[src/rtl/pwm_pkg.sv]
// Shared constants and the duty-compare helper for the PWM peripheral.
// Imported by the interface, the tick generator and the top module.
package pwm_pkg;

  localparam int PWM_WIDTH        = 8;
  localparam int NUM_CH           = 16;
  localparam int PRESCALE_DEFAULT = 13;

  localparam logic [PWM_WIDTH-1:0] DUTY_FULL = 8'hFF;
  localparam logic [PWM_WIDTH-1:0] CNT_LAST  = 8'hFF;

  // Full scale is forced high so 0xFF has no one-tick dropout at count 255.
  function automatic logic pwm_level(input logic [PWM_WIDTH-1:0] cnt,
                                     input logic [PWM_WIDTH-1:0] duty);
    return (duty == DUTY_FULL) || (cnt < duty);
  endfunction

endpackage

[src/rtl/pwm_if.sv]
// Configuration bundle from the SPI register file into the PWM peripheral.
// The register file drives it (master); the peripheral consumes it (slave).
interface pwm_if;
  import pwm_pkg::*;

  logic [PWM_WIDTH-1:0] en_reg_out_7_0;
  logic [PWM_WIDTH-1:0] en_reg_out_15_8;
  logic [PWM_WIDTH-1:0] en_reg_pwm_7_0;
  logic [PWM_WIDTH-1:0] en_reg_pwm_15_8;
  logic [PWM_WIDTH-1:0] pwm_duty_cycle;

  modport master (
    output en_reg_out_7_0,
    output en_reg_out_15_8,
    output en_reg_pwm_7_0,
    output en_reg_pwm_15_8,
    output pwm_duty_cycle
  );

  modport slave (
    input en_reg_out_7_0,
    input en_reg_out_15_8,
    input en_reg_pwm_7_0,
    input en_reg_pwm_15_8,
    input pwm_duty_cycle
  );

endinterface

[src/rtl/pwm_tick_gen.sv]
// Prescaler: divides clk by PRESCALE and pulses tick on the last count.
// With PRESCALE = 1 the counter is a single bit pinned at zero, so tick is constant 1.
module pwm_tick_gen #(
  parameter int PRESCALE = pwm_pkg::PRESCALE_DEFAULT
) (
  input  logic clk,
  input  logic rst_n,
  output logic tick
);

  localparam int CW = (PRESCALE > 1) ? $clog2(PRESCALE) : 1;
  localparam logic [CW-1:0] PRE_LAST = CW'(PRESCALE - 1);

  logic [CW-1:0] pre_cnt_reg;
  logic [CW-1:0] pre_cnt_next;

  always_comb begin
    pre_cnt_next = pre_cnt_reg + CW'(1);
    if (pre_cnt_reg == PRE_LAST) begin
      pre_cnt_next = '0;
    end
  end

  always_ff @(posedge clk or negedge rst_n) begin
    if (!rst_n) begin
      pre_cnt_reg <= '0;
    end else begin
      pre_cnt_reg <= pre_cnt_next;
    end
  end

  assign tick = (pre_cnt_reg == PRE_LAST);

endmodule

[src/rtl/pwm_peripheral.sv]
// 16-channel output stage: per-pin force-low / static-high / shared PWM,
// with a duty shadow register reloaded only at period start.
module pwm_peripheral
  import pwm_pkg::*;
#(
  parameter int PRESCALE = PRESCALE_DEFAULT
) (
  input  logic              clk,
  input  logic              rst_n,
  pwm_if.slave              cfg,
  output logic [NUM_CH-1:0] out
);

  logic                 tick;
  logic [PWM_WIDTH-1:0] pwm_cnt_reg;
  logic [PWM_WIDTH-1:0] duty_sh_reg;
  logic [NUM_CH-1:0]    out_reg;
  logic [NUM_CH-1:0]    out_next;
  logic [NUM_CH-1:0]    en_out;
  logic [NUM_CH-1:0]    en_pwm;
  logic                 pwm_sig;

  pwm_tick_gen #(
    .PRESCALE (PRESCALE)
  ) u_tick_gen (
    .clk   (clk),
    .rst_n (rst_n),
    .tick  (tick)
  );

  assign en_out = {cfg.en_reg_out_15_8, cfg.en_reg_out_7_0};
  assign en_pwm = {cfg.en_reg_pwm_15_8, cfg.en_reg_pwm_7_0};

  // Duty is captured on the same edge that wraps the counter to 0.
  always_ff @(posedge clk or negedge rst_n) begin
    if (!rst_n) begin
      pwm_cnt_reg <= '0;
      duty_sh_reg <= '0;
    end else if (tick) begin
      pwm_cnt_reg <= pwm_cnt_reg + PWM_WIDTH'(1);
      if (pwm_cnt_reg == CNT_LAST) begin
        duty_sh_reg <= cfg.pwm_duty_cycle;
      end
    end
  end

  assign pwm_sig = pwm_level(pwm_cnt_reg, duty_sh_reg);

  generate
    for (genvar gi = 0; gi < NUM_CH; gi++) begin : g_ch
      assign out_next[gi] = en_out[gi] & (~en_pwm[gi] | pwm_sig);
    end
  endgenerate

  always_ff @(posedge clk or negedge rst_n) begin
    if (!rst_n) begin
      out_reg <= '0;
    end else begin
      out_reg <= out_next;
    end
  end

  assign out = out_reg;

endmodule
[src/flat_wrapper.sv]
// flat-port wrapper written by rule: the top's interface ports become plain ports
module pwm_peripheral_flat import pwm_pkg::*;
#(
  parameter int PRESCALE = PRESCALE_DEFAULT
)
  (clk, rst_n, out, cfg_en_reg_out_7_0, cfg_en_reg_out_15_8, cfg_en_reg_pwm_7_0, cfg_en_reg_pwm_15_8, cfg_pwm_duty_cycle);
  pwm_if cfg_i ();
  input  logic clk;
  input  logic rst_n;
  output logic [NUM_CH-1:0] out;
  input wire logic [$bits(cfg_i.en_reg_out_7_0)-1:0] cfg_en_reg_out_7_0;
  input wire logic [$bits(cfg_i.en_reg_out_15_8)-1:0] cfg_en_reg_out_15_8;
  input wire logic [$bits(cfg_i.en_reg_pwm_7_0)-1:0] cfg_en_reg_pwm_7_0;
  input wire logic [$bits(cfg_i.en_reg_pwm_15_8)-1:0] cfg_en_reg_pwm_15_8;
  input wire logic [$bits(cfg_i.pwm_duty_cycle)-1:0] cfg_pwm_duty_cycle;
  assign cfg_i.en_reg_out_7_0 = cfg_en_reg_out_7_0;
  assign cfg_i.en_reg_out_15_8 = cfg_en_reg_out_15_8;
  assign cfg_i.en_reg_pwm_7_0 = cfg_en_reg_pwm_7_0;
  assign cfg_i.en_reg_pwm_15_8 = cfg_en_reg_pwm_15_8;
  assign cfg_i.pwm_duty_cycle = cfg_pwm_duty_cycle;
  pwm_peripheral #(.PRESCALE(PRESCALE)) u_core (.clk(clk), .rst_n(rst_n), .cfg(cfg_i), .out(out));
endmodule
[config.mk]
export PLATFORM = sky130hd
export DESIGN_NAME = pwm_peripheral_flat
export DESIGN_NICKNAME = d
export VERILOG_FILES = /design/src/rtl/pwm_pkg.sv /design/src/rtl/pwm_if.sv /design/src/rtl/pwm_tick_gen.sv /design/src/rtl/pwm_peripheral.sv /design/src/flat_wrapper.sv
export SDC_FILE = /design/constraint.sdc
export NUM_CORES = 1
export LEC_CHECK = 0
export BUFFER_PORTS_ARGS = -buffer_cell sky130_fd_sc_hd__clkbuf_2
export CAP_MARGIN = 20
export CORE_MARGIN = 4
export CORE_UTILIZATION = 52
export CTS_CLUSTER_SIZE = 12
export DETAILED_ROUTE_END_ITERATION = 8
export GPL_ROUTABILITY_DRIVEN = 0
export HOLD_SLACK_MARGIN = 0.05
export PLACE_DENSITY = 0.83
export SLEW_MARGIN = 25
export SYNTH_ARGS = -nofsm -noshare
export SYNTH_HDL_FRONTEND = slang
export SYNTH_SLANG_ARGS = --single-unit
[constraint.sdc]
create_clock -name clk -period 5.5 [get_ports clk]
set_input_delay 1.1 -clock clk [delete_from_list [all_inputs] [get_ports clk]]
set_output_delay 1.1 -clock clk [all_outputs]
set_load 0.02 [all_outputs]
Word-level counts from Yosys, hierarchy flattened:

Index checks and enable logic that the tools add are counted.

* output and inout bits: 16
* register bits after elaboration: 36
* input port bits: 42
* logic and storage cells: 61

* bitwise gates (word level): 48
* $lt $le $gt $ge: 1
* add/sub/neg operators: 2
* multiplexer cells: 1
* equal/unequal tests: 3
* reductions and logical operators: 2

Operators by type and width (number)
* bitwise AND 1 bit: 16
* == test 8 bit (second input constant): 2
* inverter 1 bit: 16
* OR 1 bit: 16
* adder 8 x 1 -> 8 bit (second input constant): 1
* less-than comparator 8 bit: 1
* adder 4 x 1 -> 4 bit (second input constant): 1
* == test 4 bit (second input constant): 1
* two-way mux 4 bit: 1
* AND reduction 2 bit: 1
* logical OR 1 bit: 1

Depth between registers and ports, before layout:

Gate-level depths: netlist (run 1).

* depth in word-level cells: 4
* gate-level depth with buffers: 7
* depth with buffers taken out: 6

Modules after synthesis:

A second synthesis (run 1) with hierarchy kept.

* cell total of the unflattened synthesis: 124
* area, all modules: 1646.6 µm²

By module, submodules not included
* pwm_peripheral: instances 1, sequential area each 800.8 µm², area an instance 1446.4 µm², cells an instance 105
* pwm_tick_gen: instances 1, sequential area each 100.1 µm², area an instance 200.2 µm², cells an instance 19

Worst setup path before layout (run 1):

OpenSTA, ideal clock, no wires.

* kind: register -> register
* start point: reg u_core.pwm_cnt_reg[5]
* end point: reg u_core.out_reg[0], in the netlist u_core.out[0]
* path buffers: 1
* slack: 3.769 ns
* required time: 5.378 ns
* clock period less this slack: 1.731 ns
* library setup time: 0.122 ns
* arrival time: 1.609 ns
* cell stages (with the launch flop): 7
* path through: dfrtp_1 ha_1 and4_2 o21ai_2 o32ai_2 buf_6 a21boi_2

* longest elaborated chain between the ends: 4

Ends and longest elaborated chain
* from (decl): RTL line pwm_peripheral.sv:15 `logic [PWM_WIDTH-1:0] pwm_cnt_reg;`
* from (signal assigned): RTL line pwm_peripheral.sv:40 `pwm_cnt_reg <= pwm_cnt_reg + PWM_WIDTH'(1);`
* less-than comparator 8 bit: RTL line pwm_pkg.sv:15 `return (duty == DUTY_FULL) || (cnt < duty);`
* logical OR 1 bit: RTL line pwm_pkg.sv:15
* OR 1 bit: RTL line pwm_peripheral.sv:51 `assign out_next[gi] = en_out[gi] & (~en_pwm[gi] | pwm_sig);`
* bitwise AND 1 bit: RTL line pwm_peripheral.sv:51
* net u_core.out_next[0]: RTL line pwm_peripheral.sv:18 `logic [NUM_CH-1:0] out_next;`
* to (signal assigned): RTL line pwm_peripheral.sv:59 `out_reg <= out_next;`
* to (decl): RTL line pwm_peripheral.sv:17 `logic [NUM_CH-1:0] out_reg;`

The timed path passes the listed nets, and every way through them passes these cells.
A chain may end at the register's enable or synchronous reset.

Worst setup path in the final report (run 1):

* start point: reg u_core.u_tick_gen.pre_cnt_reg[0]
* end point: reg u_core.duty_sh_reg[5]

* longest elaborated chain between the ends: 2

Ends and longest elaborated chain
* from (decl): RTL line pwm_tick_gen.sv:14 `logic [CW-1:0] pre_cnt_reg;`
* from (signal assigned): RTL line pwm_tick_gen.sv:28 `pre_cnt_reg <= pre_cnt_next;`
* == test 4 bit: RTL line pwm_tick_gen.sv:32 `assign tick = (pre_cnt_reg == PRE_LAST);`
* AND reduction 2 bit (no line)
* to (signal assigned): RTL line pwm_peripheral.sv:42 `duty_sh_reg <= cfg.pwm_duty_cycle;`
* to (decl): RTL line pwm_peripheral.sv:16 `logic [PWM_WIDTH-1:0] duty_sh_reg;`

Every way passes these cells.

==> impl_summary.txt, run 1 <==
----------------------------------------------------
[Status]
  Status ... completed

[STA]
  Time the final worst path needs with I/O delays and setup ... 1.975 ns
  Actual transition at the worst max-transition pin ... 0.8523 ns
  Worst relative slew slack ... 0.4318
  Number of setup violations in the final report ... 0
  Final clock skew ... 0.01115 ns
  Final hold violation count ... 0
  Unrepaired setup endpoints after global routing ... false
  Total Neg Setup Slack ... 0 ns
  Final Slew Violations ... 0
  Fmax ... a little over 500 MHz
  Post-route clock period utilization ... 0.3591

[Floorplan]
  Placement row count ... 20
  Effective utilization at floorplan ... 0.5384
  Full die area ... 4095 µm²
  Vertical die dimension ... 64.00 µm
  Total core area ... ~3000 µm²
  Die Width ... 64.00 µm
  I/O pins ... 58

[Yosys]
  Syn Nets ... between 150 and 200
  Gate Count Post-Synth ... 123
  Number of flip-flops and latches in the synthesized netlist ... 36
  Number of enable-type register cells in the synthesized netlist ... 0
  Cell taking the most area after synthesis ... dfrtp_1
  Synth Warn # ... 0
  Average footprint of a synthesized cell ... ~13 µm²
  Leading post-synthesis cells by instance count ... 36 x dfrtp_1, 10 x a21boi_2, 10 x ha_1, 10 x inv_1, 8 x mux2_2
  Area contributors post-synth ... dfrtp_1 55%, ha_1 7.7%, a21boi_2 6.9%, mux2_2 5.5%, xnor2_1 3.2%
  Portion of the post-synthesis area used by sequential elements ... 0.5526
  Most frequent cell after synthesis ... dfrtp_1
  Mapped Area ... 1630 µm²
  Async set or reset register ratio after synthesis ... 1.000
  Synth unique cells ... 27
  Dominant synthesized flop cell ... dfrtp_1
  Proportion of netlist area held by the largest area contributor ... 0.5526

[Critical path]
  RR Startpoint ... u_core.u_tick_gen.pre_cnt_reg[0]
  Max Fanout on Critical Path ... 8
  Reg-to-reg critical path endpoint ... u_core.duty_sh_reg[5]
  Crit path DAT ... 2.20 ns
  CP Launch Type ... flip-flop
  Element type at the critical path end ... flip-flop
  Cell count of the worst reg-to-reg path ... 6
  Setup slack on the worst flop-to-flop path ... 3.53 ns
  Required @ worst endpoint ... 5.72 ns
  Class of the most critical setup path ... flip-flop to flip-flop

[Drt]
  Antenna viol nets, final ... 0
  Remaining DRCs ... 0
  Routed wire length per instance ... 13.68 µm
  Number of iterations in the first detailed-routing pass ... 2
  Vias per inst ... 4.983
  Total number of vias ... roughly 1200
  Detailed-route wire length ... 3159 µm
  Iteration-0 DRC count of the detailed router ... 16

[CTS]
  Clock root buffer master ... clkbuf_4
  Hold_buf cts ... 0
  Clock-pin slew on the worst setup and hold paths ... 0.11 ns
  Post-cts sizing count ... 0
  Post-CTS setup buffer count ... 0
  Count of clock tree sinks ... 36
  CTS Buf Count ... 5
  Clock H-tree levels ... 2
  Clock network latency to the later pin of the worst-skew pair ... between 0.3 and 0.4 ns
  CTS tree ... built
  Maximum buffer depth of the clock tree ... 2

[Finish]
  Area delta synth->final ... 26.02%
  Ratio of cells with drive above 1 in the final layout ... 0.4866
  Total non-filler cell area in the finished layout ... 2054 µm²
  Max FFs per register ... 16
  Fillers ... 233
  Ant. Diodes ... 0
  Area occupied by multi-input gates ... 673.1 µm²
  Reg area ... around 900 µm²
  Final net count ... 238
  Final cell count without fillers ... around 230

[Placed design]
  Cell area reported after detailed placement ... 1959 µm²
  DP Cell Count ... 223
  Input/output buffers ... 57
  Detailed-placement wirelength estimate ... 2524 µm

[Power and ir drop]
  Combinational Power Share ... 0.076
  PwrDens ... 250.7 nW/µm²
  Reported net switching power ... 105.6 µW
  Int Pwr ... 409.5 µW
  Switching part of the total ... 0.2051
  Clock network power share ... 0.396
  Leak ... ~0.0010 µW
  Fraction of power consumed by sequential logic ... 0.528
  Peak supply drop ... a little under 0.0002 V

[Global route]
  Remaining global-route overflow ... 0
  Largest net degree at the start of global routing ... 37
  Initial antenna violation count ... 0
  First-pass GRT wire length ... 5499 µm
  Vias in the first global route ... 1306
  Total routing usage reported by global routing ... 0.1759

[Min path]
  Number of instances on the worst hold path ... 1
  Path type of the worst min-delay path ... flip-flop to flip-flop
  Launch instance of the worst min-delay path ... u_core.pwm_cnt_reg[6]
  Hold endpoint ... u_core.pwm_cnt_reg[6]

[Job]
  Reported max-cap violation count ... 0

----------------------------------------------------
-- power by group through the flow --
stage	Combinational, µW	Sequential (µW)	Clock (µW)
floorplan	5.44	285	0
detailed placement	40.1	277	0
global placement	38.3	277	0
finish	39.1	272	204
global route	43.3	273	222
CTS	40.2	272	209
-- critical path: stages (launching register included) --
cell and delay, ns:
dfrtp_1 0.43, inv_1 0.09, ha_1 0.19, nand3_2 0.12
nor2_1 0.23, and3_1 0.42, mux2_2 0.38
-- worst max path at each step --
stage / startpoint / end / depth (start not counted)
finish: u_core.u_tick_gen.pre_cnt_reg[0] / u_core.duty_sh_reg[5] / 6
global route: u_core.u_tick_gen.pre_cnt_reg[0] / u_core.duty_sh_reg[5] / 6
CTS: u_core.out[2] / out[2] / 1
detailed placement: u_core.u_tick_gen.pre_cnt_reg[0] / u_core.duty_sh_reg[5] / 6
global placement: u_core.u_tick_gen.pre_cnt_reg[0] / u_core.duty_sh_reg[7] / 6
floorplan: u_core.pwm_cnt_reg[5] / u_core.out[0] / 6
-- cell type report --
cell class | count | area share
clock buffers | 7 | 0.03167
clock inverters | 1 | 0.01462
inverters | 10 | 0.01827
multi-input cells | 75 | 0.3276
flip-flops and latches | 36 | 0.4385
well taps | 44 | 0.02680
repair buffers | 58 | 0.1425
-- stage by stage --
step,power (µW),hold slack (ns),util,setup slack [ns]
after detailed placement,317.4,0.4927,0.6471,3.561
after global routing,538.0,0.5372,0.6785,3.387
after CTS,521.3,0.5065,0.6785,3.512
after floorplan,290.7,0.4535,-,3.769
final,515.2,0.5072,0.6785,3.525
after global placement,315.4,0.4643,0.6471,3.625
-- logic make-up after synthesis --
family,count (synthesis),share of synthesized area
buf+inv,12,0.03454
mux,8,0.05526
xor+xnor,8,0.04298
simple gates,23,0.07827
fa+ha+maj,10,0.07675
compound gates,26,0.1596
flops,36,0.5526
-- layer usage --
layer	vias to the layer above	track usage	wire length (µm)
li1	554	-	-
met1	546	0.1763	1151
met2	47	0.3045	1636
met3	4	0.08436	340
met4	0	0.08086	29
met5	-	0	0
-- layout by cell type, fill, tap and decap left out, drive strengths merged, types with 2 or more instances in the layout --
cell	count
nand2	4
clkbuf	64
xor2	2
inv	10
xnor2	6
a21oi	2
nand3	6
ha	10
o21ai	2
nand4	2
nor2	6
dfrtp	36
a21boi	16
and3	3
mux2	8
(Power assumes the default switching activity.)
==> inputs of run 2 (changes only) <==
--- a/config.mk
+++ b/config.mk
@@ -8,12 +8,12 @@
 export BUFFER_PORTS_ARGS = -buffer_cell sky130_fd_sc_hd__clkbuf_2
 export CAP_MARGIN = 20
 export CORE_MARGIN = 4
-export CORE_UTILIZATION = 52
+export CORE_UTILIZATION = 49
 export CTS_CLUSTER_SIZE = 12
 export DETAILED_ROUTE_END_ITERATION = 8
 export GPL_ROUTABILITY_DRIVEN = 0
 export HOLD_SLACK_MARGIN = 0.05
-export PLACE_DENSITY = 0.83
+export PLACE_DENSITY = 0.79
 export SLEW_MARGIN = 25
 export SYNTH_ARGS = -nofsm -noshare
 export SYNTH_HDL_FRONTEND = slang
==> constraint.sdc (replaced) <==
create_clock -name clk -period 1.88 [get_ports clk]
set_input_delay 0.376 -clock clk [delete_from_list [all_inputs] [get_ports clk]]
set_output_delay 0.376 -clock clk [all_outputs]
set_load 0.02 [all_outputs]
==> impl_summary.txt, run 2 (synthesis results as in run 1) <==
----------------------------------------------------
[Power and ir drop]
  Leak ... 0.001104 µW (was 0.001047 µW)
  Peak supply drop ... 0.0005393 V (was 0.0001962 V)
  Clock network power share ... 0.398 (was 0.396)
  Reported net switching power ... 315.6 µW (was 105.6 µW)
  Combinational Power Share ... 0.077 (was 0.076)
  Fraction of power consumed by sequential logic ... 0.525 (was 0.528)
  Int Pwr ... 1199 µW (was 409.5 µW)
  Switching part of the total ... 0.2083 (was 0.2051)
  PwrDens ... 690.2 nW/µm² (was 250.7 nW/µm²)

[STA]
  Number of setup violations in the final report ... 0 (unchanged)
  Final hold violation count ... 0 (unchanged)
  Post-route clock period utilization ... 0.9686 (was 0.3591)
  Time the final worst path needs with I/O delays and setup ... 1.821 ns (was 1.975 ns)
  Crit path setup slack, layout ... 0.05902 ns (was 3.525 ns)
  Final clock skew ... 0.005906 ns (was 0.01115 ns)
  Final Slew Violations ... 0 (unchanged)
  Fmax ... 549.2 MHz (was 506.4 MHz)
  Worst relative slew slack ... 0.7038 (was 0.4318)
  Actual transition at the worst max-transition pin ... 0.4443 ns (was 0.8523 ns)

[Critical path]
  Element type at the critical path end ... flip-flop (unchanged)
  Cell type group with the largest total delay on the critical path ... compound AO/OA/AOI/OAI gates (was simple AND/OR/NAND/NOR gates)
  Required @ worst endpoint ... 2.11 ns (was 5.72 ns)
  Worst-path cell chain ... ha_1 > and4_2 > o21ai_2 > o32ai_4 > clkbuf_16 > a21boi_2 (was inv_1 > ha_1 > nand3_2 > nor2_1 > and3_1 > mux2_2)
  Maximum cell stage delay along the critical path ... 0.45 ns (was 0.43 ns)
  Max Fanout on Critical Path ... 8 (unchanged)
  CP Launch Type ... flip-flop (unchanged)
  Class of the most critical setup path ... flip-flop to flip-flop (unchanged)
  Slowest cell on the critical path ... dfrtp_1 (unchanged)
  Crit path DAT ... 2.05 ns (was 2.20 ns)
  Total buffers and inverters traversed by the critical path ... 1 (unchanged)

[Floorplan]
  Die Width ... 65.68 µm (was 64.00 µm)
  Placement row count ... 20 (unchanged)
  Vertical die dimension ... 65.68 µm (was 64.00 µm)
  Effective utilization at floorplan ... 0.5212 (was 0.5384)
  Total core area ... 3128 µm² (was 3028 µm²)
  Full die area ... 4314 µm² (was 4095 µm²)
  I/O pins ... 58 (unchanged)

[CTS]
  Count of clock tree sinks ... 36 (unchanged)
  Clock root buffer master ... clkbuf_4 (unchanged)
  CTS tree ... built (unchanged)
  Hold_buf cts ... 0 (unchanged)
  Clock H-tree levels ... 2 (unchanged)
  CTS Buf Count ... 5 (unchanged)
  Clock network latency to the later pin of the worst-skew pair ... 0.34 ns (was 0.33 ns)
  Maximum buffer depth of the clock tree ... 2 (unchanged)
  Clock-pin slew on the worst setup and hold paths ... 0.10 ns (was 0.11 ns)

[Placed design]
  Input/output buffers ... 57 (unchanged)
  Detailed-placement wirelength estimate ... 2570 µm (was 2524 µm)
  Pre-CTS WS ... -0.01127 ns (was 3.561 ns)

[Finish]
  Area occupied by multi-input gates ... 730.7 µm² (was 673.1 µm²)
  Final core occ ... 0.7016 (was 0.6785)
  Ratio of cells with drive above 1 in the final layout ... 0.5309 (was 0.4866)
  Max FFs per register ... 16 (unchanged)
  Leading cell type in the layout, fill and taps excluded ... clkbuf_2 (unchanged)
  Ant. Diodes ... 0 (unchanged)
  Fillers ... 231 (was 233)
  Most used cells in the layout excluding fill and tap cells ... 57 x clkbuf_2, 36 x dfrtp_1, 10 x inv_1, 10 x a21boi_2, 8 x mux2_2 (was 57 x clkbuf_2, 36 x dfrtp_1, 10 x inv_1, 10 x a21boi_2, 10 x ha_1)
  Final net count ... 245 (was 238)
  Reg area ... 900.9 µm² (unchanged)
  Area delta synth->final ... 34.61% (was 26.02%)

[Drt]
  Routed wire length per instance ... 14.59 µm (was 13.68 µm)
  Total number of vias ... 1184 (was 1151)
  Iteration-0 DRC count of the detailed router ... 35 (was 16)
  Number of iterations in the first detailed-routing pass ... 4 (was 2)
  Remaining DRCs ... 0 (unchanged)
  Vias per inst ... 4.975 (was 4.983)
  Detailed-route wire length ... 3472 µm (was 3159 µm)
  Antenna viol nets, final ... 0 (unchanged)

[Global route]
  Largest net degree at the start of global routing ... 37 (unchanged)
  Remaining global-route overflow ... 0 (unchanged)
  Initial antenna violation count ... 0 (unchanged)
  Vias in the first global route ... 1268 (was 1306)
  First-pass GRT wire length ... 5595 µm (was 5499 µm)
  Total routing usage reported by global routing ... 0.1736 (was 0.1759)

[Status]
  Status ... completed (unchanged)

[Job]
  Reported max-cap violation count ... 0 (unchanged)

[Min path]
  Path type of the worst min-delay path ... input port to asynchronous set/reset pin (was flip-flop to flip-flop)

----------------------------------------------------
[run 2: repair_timing]
item / 4_1_cts / 5_1_grt
pin swaps: 0 / 1
cloned: 0 / 1
setup endpoints to repair: 8 / 14
gates resized for setup: 1 / 6
setup buffers: 0 / 4
[run 2: path summary, 6_finish.rpt]
| path | cells after the start | slack [ns] | startpoint | endpoint |
|---|---|---|---|---|
| worst min-delay path | 2 | 0.06 | rst_n | u_core.pwm_cnt_reg[5] |
| max in group asynchronous | 2 | 1.51 | rst_n | u_core.out[7] |
| worst min register to register | 1 | 0.50 | u_core.u_tick_gen.pre_cnt_reg[0] | u_core.u_tick_gen.pre_cnt_reg[0] |
| worst max register to register | 6 | 0.06 | u_core.pwm_cnt_reg[4] | u_core.out[3] |
| min in group clk | 2 | 0.19 | cfg_en_reg_pwm_7_0[6] | u_core.out[6] |
| worst max-delay path | 6 | 0.06 | u_core.pwm_cnt_reg[4] | u_core.out[3] |
[run 2: power by group through the flow]
stage                     combinational [µW]  clock, µW  sequential (µW)
final                                    116        603              795
after global routing                     129        661              798
after CTS                                119        616              796
after detailed placement                 119          0              811
after global placement                   114          0              810
after floorplan                         15.9          0              834
[run 2: layout make-up]
type	instances	share of cell area
clock inverters	1	0.01368
flip-flops and latches	36	0.4105
clock buffers	7	0.02965
repair buffers	65	0.1710
well taps	44	0.02509
multi-input cells	75	0.3330
inverters	10	0.01710
[run 2: routing by layer]
metal | track usage | wire (µm) | vias to the layer above
met5 | 0 | 0 | -
met2 | 0.2778 | 1826 | 42
li1 | - | - | 570
met4 | 0.06995 | 47 | 0
met1 | 0.2011 | 1276 | 568
met3 | 0.07863 | 321 | 4
[run 2: metrics by stage]
stage | area (µm²) | cells | total power, µW | hold WS [ns] | TNS (ns)
2_1_floorplan | 1630 | 123 | 850.4 | 0.08041 | 0
3_3_place_gp | 1987 | 225 | 924.8 | 0.4298 | 0
3_5_place_dp | 1987 | 225 | 929.6 | 0.4414 | -0.03497
4_1_cts | 2083 | 233 | 1530 | 0.06362 | 0
5_1_grt | 2195 | 238 | 1588 | 0.07503 | -0.02057
6_report | 2195 | 238 | 1515 | 0.05609 | 0
